`src/rtl/dmem_ctrl.sv`:
```
// dmem_ctrl: multi-cycle data-memory controller and M/L two-way arbiter
//    Sequences one read or write at a time through a fixed-latency, single-ported
//    memory. Out-of-range accesses are answered with an error and never reach it.
//    Optional feature macro DMEM_RR_EN: round-robin tie-break (default: M wins).
//    Parameters: LAT (memory latency, 1..15), MEM_BYTES (memory size in bytes)
//    Ports:
//       clk_i, reset_i              clock, synchronous active-high reset
//       m_req_i/m_we_i/m_addr_i/m_wdata_i   memory-stage request (held until ack)
//       m_ack_o/m_rdata_o/m_err_o   memory-stage one-cycle response, data/err held
//       m_stall_o                   m_req_i && !m_ack_o
//       l_*                         loader/debug port, same rules as M (no stall)
//       mem_re_o/mem_we_o/mem_addr_o/mem_wdata_o/mem_rdata_i   memory port
module dmem_ctrl #(
   parameter int LAT       = 3,
   parameter int MEM_BYTES = 8192
) (
   input  logic        clk_i,
   input  logic        reset_i,
   input  logic        m_req_i,
   input  logic        m_we_i,
   input  logic [63:0] m_addr_i,
   input  logic [63:0] m_wdata_i,
   output logic        m_ack_o,
   output logic [63:0] m_rdata_o,
   output logic        m_err_o,
   output logic        m_stall_o,
   input  logic        l_req_i,
   input  logic        l_we_i,
   input  logic [63:0] l_addr_i,
   input  logic [63:0] l_wdata_i,
   output logic        l_ack_o,
   output logic [63:0] l_rdata_o,
   output logic        l_err_o,
   output logic        mem_re_o,
   output logic        mem_we_o,
   output logic [63:0] mem_addr_o,
   output logic [63:0] mem_wdata_o,
   input  logic [63:0] mem_rdata_i
);
   localparam logic [1:0] IDLE = 2'd0, BUSY = 2'd1, RESP = 2'd2;
   // addr + 8 <= MEM_BYTES rewritten so it cannot overflow near the top of the range
   localparam logic [63:0] ADDR_MAX = 64'(MEM_BYTES - 8);
   logic [1:0]  state_q, state_d;
   logic [3:0]  cnt_q, cnt_d;
   logic        we_q, we_d, gnt_q, gnt_d;
   logic [63:0] addr_q, addr_d, wdata_q, wdata_d;
   logic [63:0] m_rdata_q, m_rdata_d, l_rdata_q, l_rdata_d;
   logic        m_err_q, m_err_d, l_err_q, l_err_d;
   logic        pick_l, sel_we, legal, busy;
   logic [63:0] sel_addr, sel_wdata, resp_rdata;
`ifdef DMEM_RR_EN
   logic        last_q, last_d;
   // last_q = 1 means L was granted last, so M wins the next tie
   assign pick_l = l_req_i && (!m_req_i || !last_q);
`else
   assign pick_l = l_req_i && !m_req_i;
`endif
   assign sel_we     = pick_l ? l_we_i : m_we_i;
   assign sel_addr   = pick_l ? l_addr_i : m_addr_i;
   assign sel_wdata  = pick_l ? l_wdata_i : m_wdata_i;
   assign legal      = !sel_addr[63] && sel_addr <= ADDR_MAX;
   assign busy       = state_q == BUSY;
   assign resp_rdata = we_q ? '0 : mem_rdata_i;
   always_comb begin
      state_d   = state_q;
      cnt_d     = cnt_q;
      we_d      = we_q;
      gnt_d     = gnt_q;
      addr_d    = addr_q;
      wdata_d   = wdata_q;
      m_rdata_d = m_rdata_q;
      l_rdata_d = l_rdata_q;
      m_err_d   = m_err_q;
      l_err_d   = l_err_q;
`ifdef DMEM_RR_EN
      last_d    = last_q;
`endif
      if (state_q == IDLE && (m_req_i || l_req_i)) begin
         state_d = legal ? BUSY : RESP;
         cnt_d   = 4'(LAT - 1);
         we_d    = sel_we;
         gnt_d   = pick_l;
         addr_d  = sel_addr;
         wdata_d = sel_wdata;
`ifdef DMEM_RR_EN
         last_d  = pick_l;
`endif
         // response registers load on entry to RESP so they change exactly with ack
         if (!legal && pick_l) begin
            l_rdata_d = '0;
            l_err_d   = 1'b1;
         end else if (!legal) begin
            m_rdata_d = '0;
            m_err_d   = 1'b1;
         end
      end else if (busy) begin
         cnt_d = cnt_q - 4'd1;
         if (cnt_q == 4'd0 && gnt_q) begin
            state_d   = RESP;
            l_rdata_d = resp_rdata;
            l_err_d   = 1'b0;
         end else if (cnt_q == 4'd0) begin
            state_d   = RESP;
            m_rdata_d = resp_rdata;
            m_err_d   = 1'b0;
         end
      end else if (state_q == RESP) begin
         state_d = IDLE;
      end
   end
   always_ff @(posedge clk_i) begin
      if (reset_i) begin
         state_q   <= IDLE;
         cnt_q     <= '0;
         we_q      <= 1'b0;
         gnt_q     <= 1'b0;
         addr_q    <= '0;
         wdata_q   <= '0;
         m_rdata_q <= '0;
         l_rdata_q <= '0;
         m_err_q   <= 1'b0;
         l_err_q   <= 1'b0;
`ifdef DMEM_RR_EN
         last_q    <= 1'b1;
`endif
      end else begin
         state_q   <= state_d;
         cnt_q     <= cnt_d;
         we_q      <= we_d;
         gnt_q     <= gnt_d;
         addr_q    <= addr_d;
         wdata_q   <= wdata_d;
         m_rdata_q <= m_rdata_d;
         l_rdata_q <= l_rdata_d;
         m_err_q   <= m_err_d;
         l_err_q   <= l_err_d;
`ifdef DMEM_RR_EN
         last_q    <= last_d;
`endif
      end
   end
   assign m_ack_o     = state_q == RESP && !gnt_q;
   assign l_ack_o     = state_q == RESP && gnt_q;
   assign m_rdata_o   = m_rdata_q;
   assign l_rdata_o   = l_rdata_q;
   assign m_err_o     = m_err_q;
   assign l_err_o     = l_err_q;
   assign m_stall_o   = m_req_i && !m_ack_o;
   assign mem_re_o    = busy && !we_q;
   assign mem_we_o    = busy && we_q;
   assign mem_addr_o  = busy ? addr_q : '0;
   assign mem_wdata_o = busy ? wdata_q : '0;
endmodule

```
`config.mk`:
```
export PLATFORM = sky130hd
export DESIGN_NAME = dmem_ctrl
export DESIGN_NICKNAME = d
export VERILOG_FILES = /design/src/rtl/dmem_ctrl.sv
export SDC_FILE = /design/constraint.sdc
export NUM_CORES = 1
export LEC_CHECK = 0
export BUFFER_PORTS_ARGS = -buffer_cell sky130_fd_sc_hd__buf_2
export CAP_MARGIN = 20
export CORE_AREA = 2 2 226 228
export DETAILED_ROUTE_END_ITERATION = 12
export DIE_AREA = 0 0 228 230
export GPL_ROUTABILITY_DRIVEN = 1
export HOLD_SLACK_MARGIN = 0.03
export SLEW_MARGIN = 5
export SYNTH_ARGS = -nofsm -noshare
export SYNTH_HDL_FRONTEND = slang
export SYNTH_SLANG_ARGS = --single-unit
```
`constraint.sdc`:
```
create_clock -name clk_i -period 6.3 [get_ports clk_i]
set_input_delay 1.575 -clock clk_i [delete_from_list [all_inputs] [get_ports clk_i]]
set_output_delay 1.575 -clock clk_i [all_outputs]
set_load 0.05 [all_outputs]
```
==> results of run 1 <==
==> placed cells by master, fill, tap and decap left out, types with 2 or more instances in the layout <==
cell type  netlist  final
a211oi_1        66     66
a21boi_0        63     63
a21oi_1          3      2
a311oi_1       130    130
and2_1         129    129
buf_12           0      5
buf_2            6    587
buf_4            0      9
bufinv_16        0      5
clkbuf_1       136      8
clkbuf_16        0     35
clkbuf_8         0      3
clkinv_2         0      4
dfxtp_1        266    266
diode_2          0     10
ha_1             2      2
inv_1            4      3
mux2i_1          2      2
nand2_1        327    326
nand3_1          4      3
nand4_1         73     73
nor2_1         140    140
nor2b_1          4      2
nor2b_4          0      2
nor3_1           8      8
nor3b_1          2      2
nor4_1          25     25
o21ai_0          2      2
o22ai_1          3      3
o2bb2ai_1       65     65
xnor2_1          2      2
==> area by class of cell <==
class | instances | share of cell area (%)
multi-input cells | 1069 | 37.7
flip-flops and latches | 266 | 31.7
repair buffers | 602 | 18.6
clock buffers | 46 | 5.64
well taps | 672 | 5.01
clock inverters | 11 | 1.11
diodes | 10 | 0.149
inverters | 4 | 0.0894
==> critical path, cell delays in order (launching register included) <==
cell	delay, ps
dfxtp_1	560
nor2b_4	580
buf_12	310
and2_1	260
buf_2	290
==> flip-flops by register name, summed over array words and instances (netlist names) <==
| name | count |
|---|---|
| addr_q | 64 |
| state_q | 2 |
| l_rdata_o | 64 |
| cnt_q | 4 |
| we_q | 1 |
| gnt_q | 1 |
| m_err_o | 1 |
| l_err_o | 1 |
| m_rdata_o | 64 |
| wdata_q | 64 |
==> Yosys cell counts, types with 3 or more instances <==
cell / instances / area share, %
a211oi_1: 66 / 4.1
a21boi_0: 63 / 3.9
a21oi_1: 3 / 0.12
a311oi_1: 130 / 9.3
and2_1: 129 / 6.6
buf_1: 3 / 0.092
buf_2: 6 / 0.25
buf_6: 6 / 0.55
clkbuf_1: 136 / 4.2
dfxtp_1: 266 / 44
inv_1: 4 / 0.12
nand2_1: 327 / 10
nand3_1: 4 / 0.16
nand4_1: 73 / 3.7
nor2_1: 140 / 4.3
nor2b_1: 4 / 0.20
nor3_1: 8 / 0.33
nor4_1: 25 / 1.3
o22ai_1: 3 / 0.15
o2bb2ai_1: 65 / 4.7
==> metal layers <==
layer	wire length [um]	vias to the layer above	track usage, %
li1	-	6364	-
met1	21900	6435	24.0
met2	24900	628	32.0
met3	4120	115	4.40
met4	1990	2	8.19
met5	13	-	0
==> through the flow <==
stage	cells	instance area (sq um)	power (W)	setup WS, ps	hold slack, ps
after detailed placement	2612	15600	0.00230	1920	466
after global placement	2612	15600	0.00229	2010	460
after floorplan	1490	12200	0.00207	2330	472
after global routing	2680	16800	0.00448	1930	493
final	2680	16800	0.00429	2070	472
after CTS	2669	16700	0.00435	1990	475
==> how the worst min path moves through the flow <==
stage	start	to	slack, ps	cells past startpoint
after floorplan	addr_q[0]	addr_q[0]	470	2
after global placement	l_rdata_o[2]	l_rdata_o[2]	460	2
after detailed placement	l_rdata_o[40]	l_rdata_o[40]	470	2
after CTS	l_rdata_o[40]	l_rdata_o[40]	470	2
after global routing	l_rdata_o[40]	l_rdata_o[40]	490	2
final	l_rdata_o[1]	l_rdata_o[1]	470	2
==> cells by family (layout without fill, tap and decap cells) <==
family / after synthesis / in the layout / synth area share [%]
buffers and inverters: 155 / 663 / 5.19
adders and majority gates: 2 / 2 / 0.205
AOI/OAI and AO/OA: 343 / 343 / 23.3
xor gates and xnor gates: 3 / 3 / 0.215
DFF: 266 / 266 / 43.6
and+or+nand+nor: 719 / 719 / 27.4
other: 0 / 10 / 0
muxes: 2 / 2 / 0.164
==> power by group through the flow <==
stage / logic (W) / registers, W / clock network, W
6_report: 0.000451 / 0.00181 / 0.00203
5_1_grt: 0.000499 / 0.00182 / 0.00216
4_1_cts: 0.000451 / 0.00181 / 0.00209
3_5_place_dp: 0.000449 / 0.00185 / 0
3_3_place_gp: 0.000441 / 0.00185 / 0
2_1_floorplan: 0.000242 / 0.00183 / 0
==> impl_metrics.yaml, run 1 <==
drt:
  dr.pass1.iters: 5
  wl_per_cell_um: 19.8
  initialDrtViolationCount: 850
  wl_mm: 52.9
  vias: 13544
  post-route-drc-count: 0
  ant_nets: 0
  viasPerCell: 5.05
setup_path:
  startpoint: "state_q[0]"
  r2r_end: "l_rdata_o[57]"
  crit_arrival_ps: 2650
  worstReg2RegStart: "state_q[0]"
  worstSetupPathType: "reg -> out"
  reg2reg_depth: 6
  crit_end: "mem_wdata_o[30]"
  crit_fanout: 86
  worstSetupEndpointType: "output pin"
  critPathLaunchType: "flop"
  r2r_setup_slack_ps: 3290
  crit_required_ps: 4720
cts:
  cts-htree-levels: 2
  insertion_delay_ps: 530
  post_cts_buffers: 0
  cts_buffer_depth: 3
  ctsHoldBuffers: 0
  clk_pin_slew_ps: 60
  tritoncts: "built"
  cts.sinks: 266
  cts_resized: 0
  cts_made_buffers: 34
  root_buffer: "clkbuf_16"
logic_synthesis:
  synth.distinct_cells: 43
  ys_seq_area_share_pct: 43.6
  synth_edf_count: 0
  synth_area_sq_um: 12200
  synthArstFlopShare_pct: 0
  synth_fp_nets: 1818
  synth_warnings: 0
  synthFlopType: "dfxtp_1"
  synth-seq-cells: 266
  avgSynthCellArea_sq_um: 8.20
  syn_inst: 1490
floorplan:
  core_area_sq_um: 49900
  io-pin-count: 589
  die_w_um: 228
  initial_utilization_pct: 24.5
  dieArea_sq_um: 52400
  die_h_um: 230
  num_rows: 82
cells_and_area:
  multi_input_area_sq_um: 6330
  nFillCells: 5360
  layout.nets: 2305
  layout-drive-gt1-share_pct: 33.2
  syn2layout_area_growth_pct: 37.4
  seqCellArea_sq_um: 5330
  utilization_pct: 33.7
timing:
  fin_worst_skew_ps: 19.7
  tightest_slew_ps: 1110
  setup_viol: 0
  rsz0062_at_grt: "no"
  fin_crit_sh_pct: 67.1
  layout_min_cycle_time_ps: 4230
  setup-tns-final_ps: 0
  fmax_ghz: 0.237
  slew_violations: 0
  finalHoldViolations: 0
  max_slew_margin_pct: 26.3
job:
  maxCapViolCount: 0
global_route:
  grt_pass1_vias: 13169
  track_usage_pct: 19.3
  grt_max_degree: 211
  antenna_found_initial: 11
  gr-total-overflow: 0
  grt_pass1_wl_mm: 79.8
placed_design:
  port_buffers: 588
  gp_congestion: 0.992
  dp_hpwl_mm: 38.0
pwr:
  p_leak_nw: 7.50
  power.density_nw_per_um2: 256
  power_frac_clock_pct: 47.2
  pwr-share-comb_pct: 10.5
  switchingPower_w: 0.00110
  sw_frac_of_total_pct: 25.6
  ir_worst_vdd_v: 0.000153
  seqPwrFrac_pct: 42.3
  internal_power_w: 0.00319
hold_path:
  worstHoldPathType: "reg -> reg"
run_status:
  status: "finished clean"
Note: power is estimated with default switching activity, not from simulation.
==> run 2, diff against run 1 <==
Settings changed: CORE_AREA 2 2 226 228 to 2 2 227 229, DIE_AREA 0 0 228 230 to 0 0 229 231.
Clock period 6.3 ns to 4.1 ns, I/O delays scaled along.
==> impl_metrics.yaml, run 2 (synthesis results as in run 1) <==
global_route:
  grt_max_degree: 133
  antenna_found_initial: 9
  track_usage_pct: 18.7
  grt_pass1_vias: 12888
  grt_pass1_wl_mm: 77.9
  gr-total-overflow: 0
cts:
  cts_buffer_depth: 3
  insertion_delay_ps: 530
  tritoncts: "built"
  ctsHoldBuffers: 0
  post_cts_buffers: 0
  cts_made_buffers: 34
  cts-htree-levels: 2
  cts.sinks: 266
  clk_pin_slew_ps: 60
  cts_resized: 0
  root_buffer: "clkbuf_16"
timing:
  setup_viol: 0
  layout_min_cycle_time_ps: 3610
  fmax_ghz: 0.277
  fin_worst_skew_ps: 19.1
  setup-tns-final_ps: 0
  rsz0062_at_grt: "no"
  slew_violations: 0
  max_slew_margin_pct: 31.8
  layout_setup_ws_ps: 486
  fin_crit_sh_pct: 88.1
  finalHoldViolations: 0
  tightest_slew_ps: 1020
setup_path:
  crit_arrival_ps: 2590
  crit_fanout: 23
  worstSetupPathType: "reg -> out"
  crit_required_ps: 3070
  worstSetupEndpointType: "output pin"
  critPathLaunchType: "flop"
drt:
  dr.pass1.iters: 5
  vias: 13565
  wl_per_cell_um: 19.5
  initialDrtViolationCount: 845
  ant_nets: 0
  post-route-drc-count: 0
  wl_mm: 52.6
  viasPerCell: 5.03
pwr:
  power.density_nw_per_um2: 378
  p_leak_nw: 7.53
  ir_worst_vdd_v: 0.000244
floorplan:
  initial_utilization_pct: 24.1
  num_rows: 83
  core_area_sq_um: 50700
  die_h_um: 231
  dieArea_sq_um: 52900
  die_w_um: 229
  io-pin-count: 589
cells_and_area:
  layout-drive-gt1-share_pct: 33.7
  syn2layout_area_growth_pct: 37.7
  nFillCells: 5504
  final_common_cell: "buf_2"
  final_cell_mix: "buf_2 (587), nand2_1 (326), dfxtp_1 (266), nor2_1 (140), a311oi_1 (130)"
  layout.nets: 2317
placed_design:
  dp_hpwl_mm: 38.2
  dp_slack_ps: 821
  port_buffers: 588
  gp_congestion: 0.972
job:
  maxCapViolCount: 0
run_status:
  status: "finished clean"
hold_path:
  worstHoldPathType: "reg -> reg"
## run 2: layout make-up
cell class              instances  area (sq um)  area share [%]
clock buffers                  49           998            5.94
well taps                     680           851            5.06
flip-flops and latches        266          5330            31.7
multi-input cells            1069          6330            37.7
clock inverters                 8          56.3           0.335
repair buffers                614          3220            19.1
inverters                       4          15.0          0.0893
diodes                          8          20.0           0.119
## run 2: final timing paths
path | slack, ps | cells after the start | startpoint | endpoint
max | 490 | 4 | state_q[0] | mem_addr_o[20]
min reg2reg | 470 | 2 | l_rdata_o[16] | l_rdata_o[16]
max reg2reg | 1210 | 6 | state_q[0] | l_rdata_o[49]
min | 470 | 2 | l_rdata_o[16] | l_rdata_o[16]
## run 2: report_power, final
part	switching (W)	internal, W
Sequential	0.0000688	0.00271
Combinational	0.000438	0.000266
Clock	0.00117	0.00169
Total	0.00168	0.00467
## run 2: worst max-delay path: stages (launching register included)
cell,delay [ps]
dfxtp_1,560
nor2b_4,630
buf_4,370
and2_1,210
buf_2,280
## run 2: routing by layer
metal | track usage (%) | up-vias | share of wire (%)
met4 | 6.37 | 2 | 2.6
met3 | 4.99 | 72 | 8.5
li1 | - | 6381 | -
met1 | 23.5 | 6505 | 41
met2 | 31.1 | 605 | 47
met5 | 0 | - | 0.023
## run 2: per-stage QoR
step           power (W)  utilization, %  area, sq um  cells  hold slack [ps]
6_report         0.00635            33.2        16800   2698              471
5_1_grt          0.00662            33.2        16800   2697              484
4_1_cts          0.00643            33.1        16800   2690              472
3_5_place_dp     0.00354            31.1        15700   2633              464
3_3_place_gp     0.00352            31.0        15700   2632              460
2_1_floorplan    0.00319               -        12200   1490              472
